File: src/rtl/vga_pkg.sv
// vga_pkg: shared 640x480@60 raster constants for the pong display path.
// Used by the tile scanner and by the ball, paddle and renderer stages.
//   CLK_DIV            system clocks per pixel (100 MHz -> 25 MHz)
//   H_* / V_*          horizontal (pixels) and vertical (lines) timing
//   H_TOTAL / V_TOTAL  full line / frame lengths
//   TILE_SHIFT         log2 of the tile edge in pixels (16x16 tiles)
//   TILE_BLANK         tile code driven during blanking
//   GRID_COLS/ROWS     visible tile grid size (40x30)
package vga_pkg;

  localparam int CLK_DIV    = 4;

  localparam int H_VISIBLE  = 640;
  localparam int H_FP       = 16;
  localparam int H_SYNC     = 96;
  localparam int H_BP       = 48;
  localparam int H_TOTAL    = H_VISIBLE + H_FP + H_SYNC + H_BP;

  localparam int V_VISIBLE  = 480;
  localparam int V_FP       = 10;
  localparam int V_SYNC     = 2;
  localparam int V_BP       = 33;
  localparam int V_TOTAL    = V_VISIBLE + V_FP + V_SYNC + V_BP;

  localparam int TILE_SHIFT = 4;
  localparam int GRID_COLS  = H_VISIBLE >> TILE_SHIFT;
  localparam int GRID_ROWS  = V_VISIBLE >> TILE_SHIFT;

  // Outside every game object's column/row range, so blanking never hits.
  localparam logic [5:0] TILE_BLANK = 6'h3F;

  typedef logic [9:0] coord_t;
  typedef logic [5:0] tile_t;

  // Tile index of a beam coordinate.
  function automatic tile_t tile_of(input coord_t c, input int shift);
    coord_t s;
    s = c >> shift;
    return s[5:0];
  endfunction

endpackage

File: src/rtl/pix_tick_gen.sv
// pix_tick_gen: divides clk into a one-cycle pixel enable.
//   clk       system clock
//   rst       synchronous active-low reset
//   pix_tick  high for one clk every CLK_DIV clocks (when the divider is at CLK_DIV-1)
module pix_tick_gen #(
  parameter int CLK_DIV = 4
) (
  input  logic clk,
  input  logic rst,
  output logic pix_tick
);

  localparam int DW = (CLK_DIV > 1) ? $clog2(CLK_DIV) : 1;
  localparam logic [DW-1:0] DIV_LAST = DW'(CLK_DIV - 1);

  logic [DW-1:0] div_reg;
  logic [DW-1:0] div_next;
  logic          tick_reg;

  always_comb begin
    div_next = div_reg + 1'b1;
    if (div_reg == DIV_LAST) begin
      div_next = '0;
    end
  end

  // The tick is registered from the next divider value so it is high in
  // exactly the cycles where the divider sits at its last count.
  always_ff @(posedge clk) begin
    if (!rst) begin
      div_reg  <= '0;
      tick_reg <= 1'b0;
    end else begin
      div_reg  <= div_next;
      tick_reg <= (div_next == DIV_LAST);
    end
  end

  assign pix_tick = tick_reg;

endmodule

File: src/rtl/vga_tile_scanner.sv
// vga_tile_scanner: 640x480@60 raster timing with tile-grid mapping.
//   clk          system clock, rising edge
//   rst          synchronous active-low reset
//   pix_tick     one-clk pixel enable; counters advance on the edge ending it
//   pix_x/pix_y  beam position, 0..H_TOTAL-1 / 0..V_TOTAL-1
//   hsync/vsync  active-low sync pulses
//   video_on     beam inside the visible area
//   counter_x/y  tile column/row, or TILE_BLANK outside the visible area
//   frame_start  one-clk pulse when the beam wraps to (0,0)
module vga_tile_scanner #(
  parameter int CLK_DIV    = vga_pkg::CLK_DIV,
  parameter int H_VISIBLE  = vga_pkg::H_VISIBLE,
  parameter int H_FP       = vga_pkg::H_FP,
  parameter int H_SYNC     = vga_pkg::H_SYNC,
  parameter int H_BP       = vga_pkg::H_BP,
  parameter int V_VISIBLE  = vga_pkg::V_VISIBLE,
  parameter int V_FP       = vga_pkg::V_FP,
  parameter int V_SYNC     = vga_pkg::V_SYNC,
  parameter int V_BP       = vga_pkg::V_BP,
  parameter int TILE_SHIFT = vga_pkg::TILE_SHIFT
) (
  input  logic       clk,
  input  logic       rst,
  output logic       pix_tick,
  output logic [9:0] pix_x,
  output logic [9:0] pix_y,
  output logic       hsync,
  output logic       vsync,
  output logic       video_on,
  output logic [5:0] counter_x,
  output logic [5:0] counter_y,
  output logic       frame_start
);

  import vga_pkg::*;

  localparam logic [9:0] H_LAST   = 10'(H_VISIBLE + H_FP + H_SYNC + H_BP - 1);
  localparam logic [9:0] V_LAST   = 10'(V_VISIBLE + V_FP + V_SYNC + V_BP - 1);
  localparam logic [9:0] H_VIS    = 10'(H_VISIBLE);
  localparam logic [9:0] V_VIS    = 10'(V_VISIBLE);
  localparam logic [9:0] HS_START = 10'(H_VISIBLE + H_FP);
  localparam logic [9:0] HS_END   = 10'(H_VISIBLE + H_FP + H_SYNC);
  localparam logic [9:0] VS_START = 10'(V_VISIBLE + V_FP);
  localparam logic [9:0] VS_END   = 10'(V_VISIBLE + V_FP + V_SYNC);

  logic       tick;
  coord_t     x_reg, x_next;
  coord_t     y_reg, y_next;
  logic       hsync_reg, vsync_reg, video_on_reg, frame_start_reg;
  tile_t      cx_reg, cy_reg;
  logic       video_on_next;
  logic       frame_wrap;

  pix_tick_gen #(
    .CLK_DIV (CLK_DIV)
  ) u_tick (
    .clk      (clk),
    .rst      (rst),
    .pix_tick (tick)
  );

  always_comb begin
    x_next     = x_reg;
    y_next     = y_reg;
    frame_wrap = 1'b0;
    if (tick) begin
      if (x_reg == H_LAST) begin
        x_next = '0;
        if (y_reg == V_LAST) begin
          y_next     = '0;
          frame_wrap = 1'b1;
        end else begin
          y_next = y_reg + 10'd1;
        end
      end else begin
        x_next = x_reg + 10'd1;
      end
    end
  end

  assign video_on_next = (x_next < H_VIS) && (y_next < V_VIS);

  // Decode from the next counter values so sync/tile outputs change on the
  // same edge as pix_x/pix_y instead of one clock later.
  always_ff @(posedge clk) begin
    if (!rst) begin
      x_reg           <= '0;
      y_reg           <= '0;
      hsync_reg       <= 1'b1;
      vsync_reg       <= 1'b1;
      video_on_reg    <= 1'b1;
      cx_reg          <= '0;
      cy_reg          <= '0;
      frame_start_reg <= 1'b0;
    end else begin
      x_reg           <= x_next;
      y_reg           <= y_next;
      hsync_reg       <= !((x_next >= HS_START) && (x_next < HS_END));
      vsync_reg       <= !((y_next >= VS_START) && (y_next < VS_END));
      video_on_reg    <= video_on_next;
      cx_reg          <= video_on_next ? tile_of(x_next, TILE_SHIFT) : TILE_BLANK;
      cy_reg          <= video_on_next ? tile_of(y_next, TILE_SHIFT) : TILE_BLANK;
      frame_start_reg <= frame_wrap;
    end
  end

  assign pix_tick    = tick;
  assign pix_x       = x_reg;
  assign pix_y       = y_reg;
  assign hsync       = hsync_reg;
  assign vsync       = vsync_reg;
  assign video_on    = video_on_reg;
  assign counter_x   = cx_reg;
  assign counter_y   = cy_reg;
  assign frame_start = frame_start_reg;

endmodule

File: config.mk
export PLATFORM = sky130hd
export DESIGN_NAME = vga_tile_scanner
export DESIGN_NICKNAME = d
export VERILOG_FILES = /design/src/rtl/vga_pkg.sv /design/src/rtl/pix_tick_gen.sv /design/src/rtl/vga_tile_scanner.sv
export SDC_FILE = /design/constraint.sdc
export NUM_CORES = 1
export LEC_CHECK = 0
export ABC_AREA = 1
export CAP_MARGIN = 20
export CELL_PAD_IN_SITES_DETAIL_PLACEMENT = 1
export CELL_PAD_IN_SITES_GLOBAL_PLACEMENT = 2
export CORE_ASPECT_RATIO = 0.9
export CORE_MARGIN = 2
export CORE_UTILIZATION = 28
export DETAILED_ROUTE_END_ITERATION = 10
export PLACE_DENSITY = 0.85
export SLEW_MARGIN = 15
export SYNTH_ARGS = -nofsm -noshare
export SYNTH_HDL_FRONTEND = slang
export SYNTH_SLANG_ARGS = --single-unit
File: constraint.sdc
create_clock -name clk -period 2.05 [get_ports clk]
set_clock_uncertainty 0.05 [all_clocks]
set_input_delay 0.3075 -clock clk [delete_from_list [all_inputs] [get_ports clk]]
set_output_delay 0.3075 -clock clk [all_outputs]
set_load 0.05 [all_outputs]
==> impl_metrics.env <==
export IMPL_cts_root_buf="clkbuf_8"
export IMPL_status="finished clean"
export IMPL_cp_max_fo=6
export IMPL_p_per_area_nw_per_um2=531
export IMPL_initial_utilization=0.290
export IMPL_drt_initial_drc_count=82
export IMPL_synth_edff_count=0
export IMPL_insertion_delay_ns=0.30
export IMPL_fin_cells=420
export IMPL_grt_start_max_net_pins=15
export IMPL_grt_pass1_vias=1930
export IMPL_cpPeakStageDelay_ns=0.80
export IMPL_syn_nets=274
export IMPL_drtPass1Iterations=4
export IMPL_grt_pass1_wl_um=9490
export IMPL_syn2layout_area_growth_pct=40.4
export IMPL_antenna_found_initial=0
export IMPL_drc=0
export IMPL_synthTopCellsByCount="nand2_1 (59), dfxtp_1 (39), inv_1 (39)"
export IMPL_syn_cell_area_um2=1900
export IMPL_ff_latch_area_um2=795
export IMPL_ys_flop_type="dfxtp_1"
export IMPL_async_reset_ff_frac=0
export IMPL_cts_buffers=5
export IMPL_ant_nets=0
export IMPL_worst_slack_ns=0.0991
export IMPL_finalInstanceArea_um2=2660
export IMPL_period_needed_ns=1.95
export IMPL_netlist_top_cells_area="dfxtp_1 (41%), nand2_1 (12%), inv_1 (7.7%), nor2_1 (6.9%), nand3_1 (5.8%)"
export IMPL_fin_nets=336
export IMPL_syn_inst=267
export IMPL_multi_input_area_um2=952
export IMPL_cp_end_kind="primary output"
export IMPL_grtUsageTotal=0.162
export IMPL_ys_ff_latch=39
export IMPL_numClockSinks=39
export IMPL_dpl_hpwl_um=4510
export IMPL_fp_dieH_um=82.1
export IMPL_yosysSeqAreaShare=0.412
export IMPL_cp_cell_sequence="buf_4 -> clkdlybuf4s50_1"
export IMPL_max_slew_margin=0.656
export IMPL_post_synth_top_area_fraction=0.412
export IMPL_post_route_period_util=0.952
export IMPL_io_pins=39
export IMPL_cts_tree="done"
export IMPL_rows=28
export IMPL_synth_avg_cell_area_um2=7.10
export IMPL_cp_buffers_inverters=2
export IMPL_hp_class="flip-flop to flip-flop"
export IMPL_dpl_cell_area_um2=2500
export IMPL_dp_slack_ns=-0.0461
export IMPL_yosys_area_top_type="dfxtp_1"
export IMPL_avgViaCountPerCell=4.45
export IMPL_critPathSlowestCell="clkdlybuf4s50_1"
export IMPL_cts_buffer_depth=2
export IMPL_synth_warnings=0
export IMPL_io_buffers=38
export IMPL_num_vias=1869
export IMPL_cts_hold_buf=0
export IMPL_core_area_um2=6550
export IMPL_timing_fmax_mhz=513
export IMPL_cap_violations=0
export IMPL_p_leak_nw=1.23
export IMPL_yosysMostFrequentCell="nand2_1"
export IMPL_dp_cells=409
export IMPL_ir_drop_mv=0.260
export IMPL_die_x_um=90.8
export IMPL_r2r_cells=13
export IMPL_worst_path_dominant_cell_family="buffers and inverters"
export IMPL_routed_wl_um=5720
export IMPL_worstSetupPathType="flip-flop to primary output"
export IMPL_drive_above_1_share=0.224
export IMPL_wl_per_cell_um=13.6
export IMPL_dieArea_um2=7450
export IMPL_path_clk_slew_ns=0.09
export IMPL_slew_viol_final=0
export IMPL_crit_cells=2
export IMPL_finalHoldViolations=0
export IMPL_worstSetupStartpointType="flip-flop"
export IMPL_setup_viol=0
export IMPL_ys_types=26
export IMPL_n_fill_cell=827
export IMPL_worst_pin_slew_ns=0.515
export IMPL_rsz0062_at_grt="yes"
export IMPL_required_ns=1.69
export IMPL_diodes=0
export IMPL_ctsHtreeMaxLevel=2
export IMPL_hold_depth=1
export IMPL_gp_congestion=0.865
export IMPL_cp_arrival_ns=1.59
export IMPL_grt_ovfl_total=0
-- final timing paths --
path                                      from                      endpoint  slack [ns]
hold reg to reg   u_tick.div_reg[0]$_SDFF_PN0_  u_tick.div_reg[0]$_SDFF_PN0_        0.42
setup reg to reg           pix_x[0]$_SDFF_PN0_       counter_y[0]$_SDFF_PN0_        0.12
setup / recovery           pix_x[0]$_SDFF_PN0_                      pix_x[0]         0.1
hold / removal    u_tick.div_reg[0]$_SDFF_PN0_  u_tick.div_reg[0]$_SDFF_PN0_        0.42
-- metal layers --
metal	global-route usage	share of wire
met1	0.219	0.52
met2	0.266	0.46
met3	0.0220	0.015
met4	0.0554	0.011
met5	0	0
-- area by class of cell --
class,instances,area share
tap,90,0.0423
sequential,39,0.298
clock buffer,5,0.0258
timing repair buffer,59,0.204
inverter,45,0.0634
multi-input combinational,179,0.357
clock inverter,3,0.00892
-- timing repair --
action                     CTS  global route
gates resized for setup      1            13
pin swaps                    0             2
buffers inserted             0             3
setup endpoints to repair   12            17
-- power breakdown --
part	switching (mW)	total, mW	leakage, nW	internal (mW)
logic	0.0569	0.0864	0.867	0.0296
clock network	0.307	0.551	0.0408	0.244
registers	0.0103	0.778	0.321	0.768
-- stage by stage --
step	hold slack, ns	utilization	TNS, ns	power (mW)
floorplan	0.378	-	0	0.846
global placement	0.388	0.382	0	0.881
detailed placement	0.423	0.382	-0.137	0.882
CTS	0.435	0.397	0	1.44
global route	0.461	0.407	-0.0429	1.48
finish	0.423	0.407	0	1.42
-- cell families (layout without fill, tap and decap cells) --
group                    after synthesis  in the layout  synth area share
AO/OA/AOI/OAI                         13             13            0.0356
XOR/XNOR                               2              2           0.00924
adder cells (fa/ha/maj)                5              5            0.0330
buffers and inverters                 49            112             0.104
flip-flops                            39             39             0.412
AND/OR/NAND/NOR                      159            159             0.407
-- cells in the final DEF (no fill, tap or decap), drive strengths merged, types with 2 or more instances in the layout --
| master | synthesis | final |
|---|---|---|
| xor2 | 2 | 2 |
| nand3 | 24 | 24 |
| nor3 | 6 | 6 |
| dlymetal6s2s | 0 | 3 |
| buf | 3 | 22 |
| nor2 | 42 | 42 |
| clkbuf | 1 | 5 |
| ha | 5 | 5 |
| a21oi | 4 | 4 |
| clkdlybuf4s50 | 0 | 34 |
| nand2 | 72 | 72 |
| nand4 | 12 | 12 |
| dfxtp | 39 | 39 |
| inv | 44 | 45 |
| o21ai | 8 | 8 |
| clkinvlp | 0 | 2 |
Power figures use the tool's default switching activity.
